[src/rtl/mul_wbq_pkg.sv]
// mul_wbq_pkg: shared types and sizes for the multiplier writeback queue; widths fall back to defaults when machine.vh is absent.
`ifndef M_WIDTH
`define M_WIDTH 64
`endif
`ifndef LG_ROB_ENTRIES
`define LG_ROB_ENTRIES 6
`endif
`ifndef LG_PRF_ENTRIES
`define LG_PRF_ENTRIES 7
`endif
package mul_wbq_pkg;
  localparam int MUL_WBQ_DEPTH = 4;
  localparam int MUL_WBQ_LG_DEPTH = 2;
  localparam int M_W = `M_WIDTH;
  localparam int ROB_W = `LG_ROB_ENTRIES;
  localparam int PRF_W = `LG_PRF_ENTRIES;
  typedef struct packed {
    logic [M_W-1:0] y;
    logic [ROB_W-1:0] rob_ptr;
    logic prf_val;
    logic [PRF_W-1:0] prf_ptr;
  } mul_wb_t;
endpackage

[src/rtl/wbq_fifo.sv]
// wbq_fifo: circular FIFO of mul_wb_t with head/tail/count; a push while full is accepted only alongside a pop.
import mul_wbq_pkg::*;
module wbq_fifo #(
  parameter int DEPTH = MUL_WBQ_DEPTH,
  parameter int LG_DEPTH = MUL_WBQ_LG_DEPTH
) (
  input  logic clk,
  input  logic reset,
  input  logic push,
  input  logic pop,
  input  mul_wb_t din,
  output mul_wb_t dout,
  output logic full,
  output logic empty,
  output logic [LG_DEPTH:0] count
);
  localparam int PW = (LG_DEPTH > 0) ? LG_DEPTH : 1;
  logic [PW-1:0] head, tail;
  logic do_push, do_pop;
  mul_wb_t mem [DEPTH];
  function automatic logic [PW-1:0] nxt(input logic [PW-1:0] p);
    return (p == PW'(DEPTH - 1)) ? '0 : p + 1'b1;
  endfunction
  always_comb begin
    full = count == (LG_DEPTH+1)'(DEPTH);
    empty = count == '0;
    do_pop = pop & ~empty;
    do_push = push & (~full | do_pop);
    dout = mem[head];
  end
  always_ff @(posedge clk) if (do_push) mem[tail] <= din;
  always_ff @(posedge clk) begin
    if (reset) begin
      head <= '0;
      tail <= '0;
      count <= '0;
    end else begin
      if (do_push) tail <= nxt(tail);
      if (do_pop) head <= nxt(head);
      count <= count + (LG_DEPTH+1)'(do_push) - (LG_DEPTH+1)'(do_pop);
    end
  end
endmodule

[src/rtl/mul_wb_queue.sv]
// mul_wb_queue: credit-gated writeback buffer for multiplier results; MUL_WBQ_BYPASS_EN adds an empty-queue same-cycle bypass.
import mul_wbq_pkg::*;
module mul_wb_queue #(
  parameter int DEPTH = MUL_WBQ_DEPTH,
  parameter int LG_DEPTH = MUL_WBQ_LG_DEPTH
) (
  input  logic clk,
  input  logic reset,
  input  logic issue_go,
  input  logic mul_complete,
  input  logic [M_W-1:0] mul_y,
  input  logic [ROB_W-1:0] mul_rob_ptr,
  input  logic mul_prf_val,
  input  logic [PRF_W-1:0] mul_prf_ptr,
  input  logic wb_grant,
  output logic wb_req,
  output logic [M_W-1:0] wb_y,
  output logic [ROB_W-1:0] wb_rob_ptr,
  output logic wb_prf_val,
  output logic [PRF_W-1:0] wb_prf_ptr,
  output logic mul_can_issue,
  output logic overflow_err
);
  mul_wb_t in_e, head_e, out_e;
  logic full, empty, byp, push, ovf;
  logic [LG_DEPTH:0] count, inflight;
  assign in_e = '{y: mul_y, rob_ptr: mul_rob_ptr, prf_val: mul_prf_val, prf_ptr: mul_prf_ptr};
  wbq_fifo #(.DEPTH(DEPTH), .LG_DEPTH(LG_DEPTH)) u_fifo (
    .clk(clk), .reset(reset), .push(push), .pop(wb_grant), .din(in_e),
    .dout(head_e), .full(full), .empty(empty), .count(count)
  );
  always_comb begin
`ifdef MUL_WBQ_BYPASS_EN
    byp = empty & mul_complete;
    out_e = byp ? in_e : head_e;
`else
    byp = 1'b0;
    out_e = head_e;
`endif
    wb_req = ~empty | byp;
    push = mul_complete & ~(byp & wb_grant);
    ovf = mul_complete & ((full & ~wb_grant) | (inflight == '0));
    {wb_y, wb_rob_ptr, wb_prf_val, wb_prf_ptr} = out_e;
    mul_can_issue = ({1'b0, inflight} + {1'b0, count}) < (LG_DEPTH+2)'(DEPTH);
  end
  // A completion with no op in flight is a protocol error; the counter holds at zero.
  always_ff @(posedge clk) begin
    if (reset) begin
      inflight <= '0;
      overflow_err <= 1'b0;
    end else begin
      inflight <= inflight + (LG_DEPTH+1)'(issue_go) - (LG_DEPTH+1)'(mul_complete & (inflight != '0));
      if (ovf) overflow_err <= 1'b1;
    end
  end
endmodule

[config.mk]
export PLATFORM = sky130hd
export DESIGN_NAME = mul_wb_queue
export DESIGN_NICKNAME = d
export VERILOG_FILES = /design/src/rtl/mul_wbq_pkg.sv /design/src/rtl/wbq_fifo.sv /design/src/rtl/mul_wb_queue.sv
export SDC_FILE = /design/constraint.sdc
export NUM_CORES = 1
export LEC_CHECK = 0
export CORE_ASPECT_RATIO = 1.5
export CORE_MARGIN = 2
export CORE_UTILIZATION = 49
export CTS_CLUSTER_DIAMETER = 80
export DETAILED_ROUTE_END_ITERATION = 6
export PLACE_DENSITY = 0.81
export SLEW_MARGIN = 20
export SYNTH_ARGS = -nofsm -noshare
export SYNTH_HDL_FRONTEND = slang
export SYNTH_SLANG_ARGS = --single-unit
[constraint.sdc]
create_clock -name clk -period 3.3 [get_ports clk]
set_input_delay 0.66 -clock clk [delete_from_list [all_inputs] [get_ports clk]]
set_output_delay 0.66 -clock clk [all_outputs]
set_load 0.005 [all_outputs]
* After elaboration in Yosys (flattened, before gate mapping)
Memory sizes are Yosys's and may differ from the RTL's. A register that Yosys moved wholly into a read port is not among the register bits. Cells that the tools add are included.
Operators by class: add/sub/neg operators 7, multipliers 0, divide/modulo/power cells 0, magnitude comparators 1, equal/unequal tests 3, shift operators 0, mux-type cells 6, bitwise gates (word level) 10, reduce and logical (&&, ||, !) cells 3
Operator list (number):
- $mux W2 | 4
- $add A3 B1 Y3 | 2
- $logic_not A3 Y1 | 2
- $sub A3 B1 Y3 | 2
- $and A1 B1 Y1 | 5
- $add A2 B1 Y2 const B | 2
- $add A3 B3 Y4 | 1
- $eq A2 B2 Y1 const B | 2
- $lt A4 B3 Y1 const B | 1
- $eq A3 B3 Y1 const B | 1
- $not A1 Y1 | 3
- $reduce_bool A3 Y1 | 1
- $mux W1 | 2
- $or A1 B1 Y1 | 2
Storage, ports and cells: flip-flop bits (word level) 11, latch bits 0, memory bits (writable) 312, memory bits (read-only) 0, memories 1
Memories:
- u_fifo.mem | words 4, bits a word 78, rd ports 1, clocked after memory_dff 1, write ports 1, line wbq_fifo.sv:20 | mul_wb_t mem [DEPTH];

* Depth between registers and ports, before layout
Gate-level depths: netlist of the first run.
depth in word-level cells 7, mapped depth 10, mapped depth without buffers 10

* Modules after synthesis
Synthesis of the first run repeated with hierarchy kept, for this count alone.
Second synthesis, totals: cell total of the unflattened synthesis 482, area total of the unflattened synthesis 11967.7 sq um
By module, submodules not included:
- wbq_fifo | instances 1, cells each 456, area each 11698.7 sq um
- mul_wb_queue | instances 1, cells each 26, area each 269.0 sq um

* Worst setup path before layout of the first run
No wires, ideal clock.
kind input to register, start point input wb_grant, end point memory u_fifo.mem[0][0] in the netlist's numbering (enable), library setup time 445 ps, data arrival time 2658 ps, data required time 2855 ps, path slack 196 ps, stages 2, buffers on the path 0, cells stage by stage or4b_4 -> and3_1
On the way: word-level cells in the longest chain between the ends 5
RTL lines:
- from (decl) | line mul_wb_queue.sv:15 | input logic wb_grant,
- $and A1 B1 Y1 | line wbq_fifo.sv:27 | do_pop = pop & ~empty;
- $or A1 B1 Y1 | line wbq_fifo.sv:28 | do_push = push & (~full | do_pop);
- $and A1 B1 Y1 | line wbq_fifo.sv:28
- $mux W1 | line wbq_fifo.sv:31 | always_ff @(posedge clk) if (do_push) mem[tail] <= din;
- $mux W1 (not written as such) | line wbq_fifo.sv:31
- to (decl) | line wbq_fifo.sv:20
Every way passes these cells.

==> results of run 1 <==
==> synth_stat cells <==
cell type,instances,area [µm²]
a21oi_1,4,20.0
o31ai_2,1,12.5
clkbuf_1,6,22.5
mux2i_1,2,20.0
nor3_1,4,20.0
or3_1,2,12.5
buf_2,4,20.0
nor2b_1,2,12.5
buf_12,3,60.1
buf_6,1,11.3
ha_1,10,125
inv_1,8,30.0
nor4b_1,1,8.76
mux4_2,78,1760
nor4_1,1,6.26
dfxtp_1,13,260
edfxtp_1,312,9370
or4b_4,1,13.8
xor2_1,2,17.5
buf_4,5,37.5
o21ai_0,2,10.0
and3_1,5,31.3
o31ai_1,1,7.51
fa_1,2,40.0
nor2_1,9,33.8
and2_1,2,12.5
nand2_1,1,3.75
nand3_1,2,10.0
==> area by class of cell <==
class	instances	area (µm²)
Multi-Input combinational cell	132	2190
Sequential cell	325	9640
Antenna cell	2	5.00
Timing Repair Buffer	177	1890
Fill cell	1658	9150
Tap cell	324	405
Inverter	8	30.0
Clock inverter	19	121
Clock buffer	33	741
==> path summary, 6_finish.rpt <==
check | slack, ns | cells past startpoint | endpoint
setup / recovery | 0.16 | 3 | wb_rob_ptr[1]
hold / removal | 0.46 | 2 | overflow_err
setup reg to reg | 1.20 | 10 | inflight[2]
hold reg to reg | 0.46 | 2 | overflow_err
==> flip-flops by register name, summed over array words and instances, names as in the netlist, named ones only <==
| name | flops |
|---|---|
| u_fifo.tail | 2 |
| overflow_err | 1 |
| inflight | 3 |
| u_fifo.head | 2 |
| u_fifo.count | 3 |
| u_fifo.mem | 312 |
==> placed cells by master (no fill, tap or decap), drive strengths merged <==
master	count
nand3	2
clkinv	13
diode	2
and2	2
nor2	9
mux4	78
or4b	1
edfxtp	312
nor4b	1
inv	8
xor2	2
mux2i	2
nor2b	2
o31ai	2
buf	14
bufinv	1
nor3	4
clkdlybuf4s50	163
clkinvlp	5
clkbuf	33
dfxtp	13
nor4	1
a21oi	4
ha	10
and3	5
o21ai	2
or3	2
fa	2
nand2	1
==> per-layer routing <==
metal	part of all wire [%]	vias up
met5	0.056	-
met2	55	141
met3	5.3	37
met1	37	2876
met4	2.7	2
li1	-	2430
==> stage by stage <==
stage | hold WS, ns | area [µm²]
floorplan | 0.442 | 12000
global placement | 0.441 | 14200
detailed placement | 0.445 | 14200
CTS | 0.462 | 15000
global route | 0.485 | 15000
finish | 0.456 | 15000
==> cell families (layout without fill, tap and decap cells) <==
| logic type | count (synthesis) | after routing | share of synthesized area (%) |
|---|---|---|---|
| muxes | 80 | 80 | 14.8 |
| xor gates and xnor gates | 2 | 2 | 0.146 |
| AOI/OAI and AO/OA | 8 | 8 | 0.418 |
| adders and majority gates | 12 | 12 | 1.38 |
| buffers and inverters | 27 | 237 | 1.51 |
| and+or+nand+nor | 30 | 30 | 1.38 |
| other | 0 | 2 | 0 |
| DFF | 325 | 325 | 80.3 |
==> power breakdown <==
part / total, mW / switching, mW / leakage, nW / internal [mW]
sequential: 5.09 / 0.183 / 2.97 / 4.91
combinational: 2.34 / 0.919 / 1.39 / 1.42
clock: 3.05 / 1.37 / 0.407 / 1.68
total: 10.5 / 2.47 / 4.77 / 8.01
==> tightest hold or removal path: cells and delay by family (launching register included) <==
family / cells / cell delay, ns
DFF: 1 / 0.31
buffers and inverters: 1 / 0.05
AOI/OAI and AO/OA: 1 / 0.05
==> flow_summary.toml, run 1 <==
[route]
vias = 5486
drtPass1Iterations = 4
first_iter_violations = 539
drc_errors = 0
ant_nets = 0
post_drt_wl_per_cell_um = 22.8
postRouteWirelength_um = 23200
vias_per_cell = 5.38

[setup_path]
critPathSlowestCell = "dfxtp_4"
end_kind = "output pin"
path_buf_inv = 2
path_cells = "buf_4 > mux4_2 > clkdlybuf4s50_1"
cp.arrival_ns = 2.48
crit_fanout = 19
reg2reg_from = "inflight[1]"
cp.required_ns = 2.64
path_delay_family = "buffers and inverters"
critPathMaxStageDelay_ns = 0.63
cp-start-kind = "register"
criticalPathCategory = "register to output pin"

[sta]
final.setup.tns_ns = 0
max_freq_mhz = 319
grt_setup_unrepaired = "false"
relSlewSlack_pct = 64.2
drv_slew = 0
min_period_ns = 3.14
setup_slack_ns = 0.162
tightest_slew_ns = 0.537
setup_viol = 0
finalCritPeriodShare_pct = 95.1
skew_ns = 0.0106
hold_viol = 0

[floorplanning]
coreArea_um2 = 24200
io_pins = 164
fp.dieW_um = 132
die_h_um = 196
initial_core_util_pct = 49.6
num_rows = 70
dieArea_um2 = 25800

[power_and_ir_drop]
pwr_density_cell_nw_per_um2 = 698
ir_worst_vdd_mv = 0.436
total_leakage_power_nw = 4.77
power_mw = 10.5

[clocking]
htreeDepth = 1
cts_made_buffers = 28
ctsLongestPathBuffers = 3
cts_tree = "built"
cts_root_buf = "clkbuf_16"
worstSkewPairLatency_ns = 0.53
clkSlewWorstSetupHoldPaths_ns = 0.06
clock_sinks = 325
ctsHoldBuffers = 0
cts_setup_buffers = 0
post_cts_resized = 0

[synthesis]
syn_area_um2 = 12000
ys_seq_area_share_pct = 80.3
ys_warn_count = 0
avgSynthCellArea_um2 = 24.8
yosys.cell_types.count = 28
synth.net_count = 579
ys_ff_latch = 325
synthCells = 484

[global_route]
gr-usage-met2_pct = 32.8
grtUsageMet3_pct = 3.66
overflow = 0
grt_pass1_wl_um = 35000
met1_usage_pct = 21.6
globalRoute.busiestLayer = "met2"
grt_start_max_net_pins = 44
grt_pass1_vias = 5932
antenna_found_initial = 3
grt_use_total_pct = 18.1

[finish]
finalNetCount = 767
final_cells = 1020
drive_above_1_share_pct = 20.0
area_growth_pct = 25.3
utilization_pct = 62.1

[run_status]
status = "finished, final reports clean"

[placement]
port_buffers = 163
gp_congestion = 0.781
dpl.hpwl_um = 14700
dp_slack_ns = 0.411
dpl.cell_count = 966

[worst_hold_path]
worstHoldStart = "overflow_err"
hold_path_class = "register to register"

[run]
maxCapViolations = 0
Note: power is estimated with default switching activity, not from simulation.
==> run 2, diff against run 1 <==
Settings changed: CORE_UTILIZATION 49 to 54, PLACE_DENSITY 0.81 to 0.85, SETUP_SLACK_MARGIN from default to 0.05.
Clock period 3.3 ns to 3.6 ns, I/O delays scaled along.
==> flow_summary.toml, run 2 (synthesis gave the netlist of run 1 again) <==
[run_status]
status = "finished, final reports clean"

[setup_path]
end_kind = "output pin"
r2r_cells = 10
criticalPathCategory = "register to output pin"
reg2reg_from = "inflight[1]"
cp.required_ns = 2.88
critPathMaxStageDelay_ns = 0.69
crit_fanout = 36
path_delay_family = "buffers and inverters"
path_buf_inv = 2
reg2reg_slack_ns = 1.52
cp.arrival_ns = 2.46
cp-start-kind = "register"
path_cells = "buf_4 > mux4_2 > clkdlybuf4s50_1"
r2r_end = "inflight[2]"
critPathSlowestCell = "dfxtp_4"

[worst_hold_path]
hold_path_class = "register to register"
whs_endpoint = "overflow_err"
hold_depth = 2
worstHoldStart = "overflow_err"

[route]
ant_nets = 0
postRouteWirelength_um = 22700
post_drt_wl_per_cell_um = 23.5
drc_errors = 0
drtPass1Iterations = 4
first_iter_violations = 350
vias = 5574
vias_per_cell = 5.77

[clocking]
clkSlewWorstSetupHoldPaths_ns = 0.07
post_cts_resized = 0
cts_setup_buffers = 0
ctsHoldBuffers = 0
cts_tree = "built"
ctsLongestPathBuffers = 3
htreeDepth = 1
cts_made_buffers = 28
worstSkewPairLatency_ns = 0.53
cts_root_buf = "clkbuf_16"
clock_sinks = 325

[power_and_ir_drop]
p_sw_share_pct = 23.0
combPwrFrac_pct = 21.1
total_leakage_power_nw = 4.84
power_mw = 10.1
p_switching_mw = 2.31
seqPwrFrac_pct = 46.3
power.share.clock_pct = 32.7
ir_worst_vdd_mv = 0.467
pwr_density_cell_nw_per_um2 = 667
p_int_mw = 7.74

[sta]
relSlewSlack_pct = 62.1
drv_slew = 0
skew_ns = 0.00649
finalCritPeriodShare_pct = 88.4
grt_setup_unrepaired = "false"
setup_viol = 0
tightest_slew_ns = 0.568
min_period_ns = 3.18
hold_viol = 0
max_freq_mhz = 314
final.setup.tns_ns = 0

[global_route]
grt_start_max_net_pins = 79
grt_pass1_wl_um = 35300
overflow = 0
grt_pass1_vias = 6141
antenna_found_initial = 4
grt_use_total_pct = 19.6

[placement]
dpl.hpwl_um = 14000
port_buffers = 163
gp_congestion = 0.757
placed_area_um2 = 14000

[finish]
final_common_cell = "edfxtp_1"
final_cell_mix = "edfxtp_1 (312), clkdlybuf4s50_1 (163), mux4_2 (78)"
drive_above_1_share_pct = 21.5
utilization_pct = 69.4
finalNetCount = 766
largest_registers = "u_fifo.mem (312), inflight (3), u_fifo.count (3)"
largest_reg_flops = 312
finalInstanceArea_um2 = 15100
area_growth_pct = 25.7
top_register = "u_fifo.mem"
fill_cells = 1288

[floorplanning]
dieArea_um2 = 23400
die_h_um = 186
fp.dieW_um = 126
initial_core_util_pct = 55.2
num_rows = 66
coreArea_um2 = 21700
io_pins = 164

[run]
maxCapViolations = 0
run 2: worst max path at each step:
stage                     cells past startpoint  slack, ns          endpoint
after floorplan                               2       0.44  u_fifo.mem[0][0]
after global placement                       11       0.74       inflight[2]
after detailed placement                     11       0.62       inflight[2]
after CTS                                     3       0.38          wb_y[47]
after global routing                          3       0.34          wb_y[12]
final                                         3       0.42          wb_y[47]
run 2: routing by layer:
metal / GRT usage [%] / part of all wire (%)
met1: 23.7 / 37
met2: 34.9 / 55
met3: 4.62 / 6.4
met4: 6.07 / 2.3
met5: 0 / 0.12
run 2: power groups by stage:
| stage | combinational [mW] | sequential [mW] | clock, mW |
|---|---|---|---|
| 3_5_place_dp | 2.15 | 4.73 | 0 |
| 3_3_place_gp | 2.10 | 4.70 | 0 |
| 4_1_cts | 2.17 | 4.66 | 3.34 |
| 6_report | 2.12 | 4.65 | 3.28 |
| 5_1_grt | 2.28 | 4.68 | 3.50 |
| 2_1_floorplan | 1.13 | 4.67 | 0 |
run 2: per-stage QoR:
stage          std cells  hold WS (ns)  setup WS (ns)
6_report             966         0.465          0.418
4_1_cts              965         0.473          0.376
3_5_place_dp         913         0.460          0.618
2_1_floorplan        484         0.442          0.436
3_3_place_gp         913         0.438          0.745
5_1_grt              966         0.503          0.340
run 2: layout make-up:
class | count | area (µm²) | area share [%]
Clock buffer | 34 | 807 | 5.36
Multi-Input combinational cell | 132 | 2190 | 14.6
Timing Repair Buffer | 176 | 1820 | 12.1
Antenna cell | 1 | 2.50 | 0.0166
Inverter | 8 | 30.0 | 0.199
Clock inverter | 18 | 234 | 1.55
Sequential cell | 325 | 9640 | 64.0
Tap cell | 272 | 340 | 2.26
run 2: worst min-delay path, stage by stage, from the launching register on:
cell and delay [ns]:
dfxtp_1 0.31, inv_1 0.05, a21oi_1 0.06
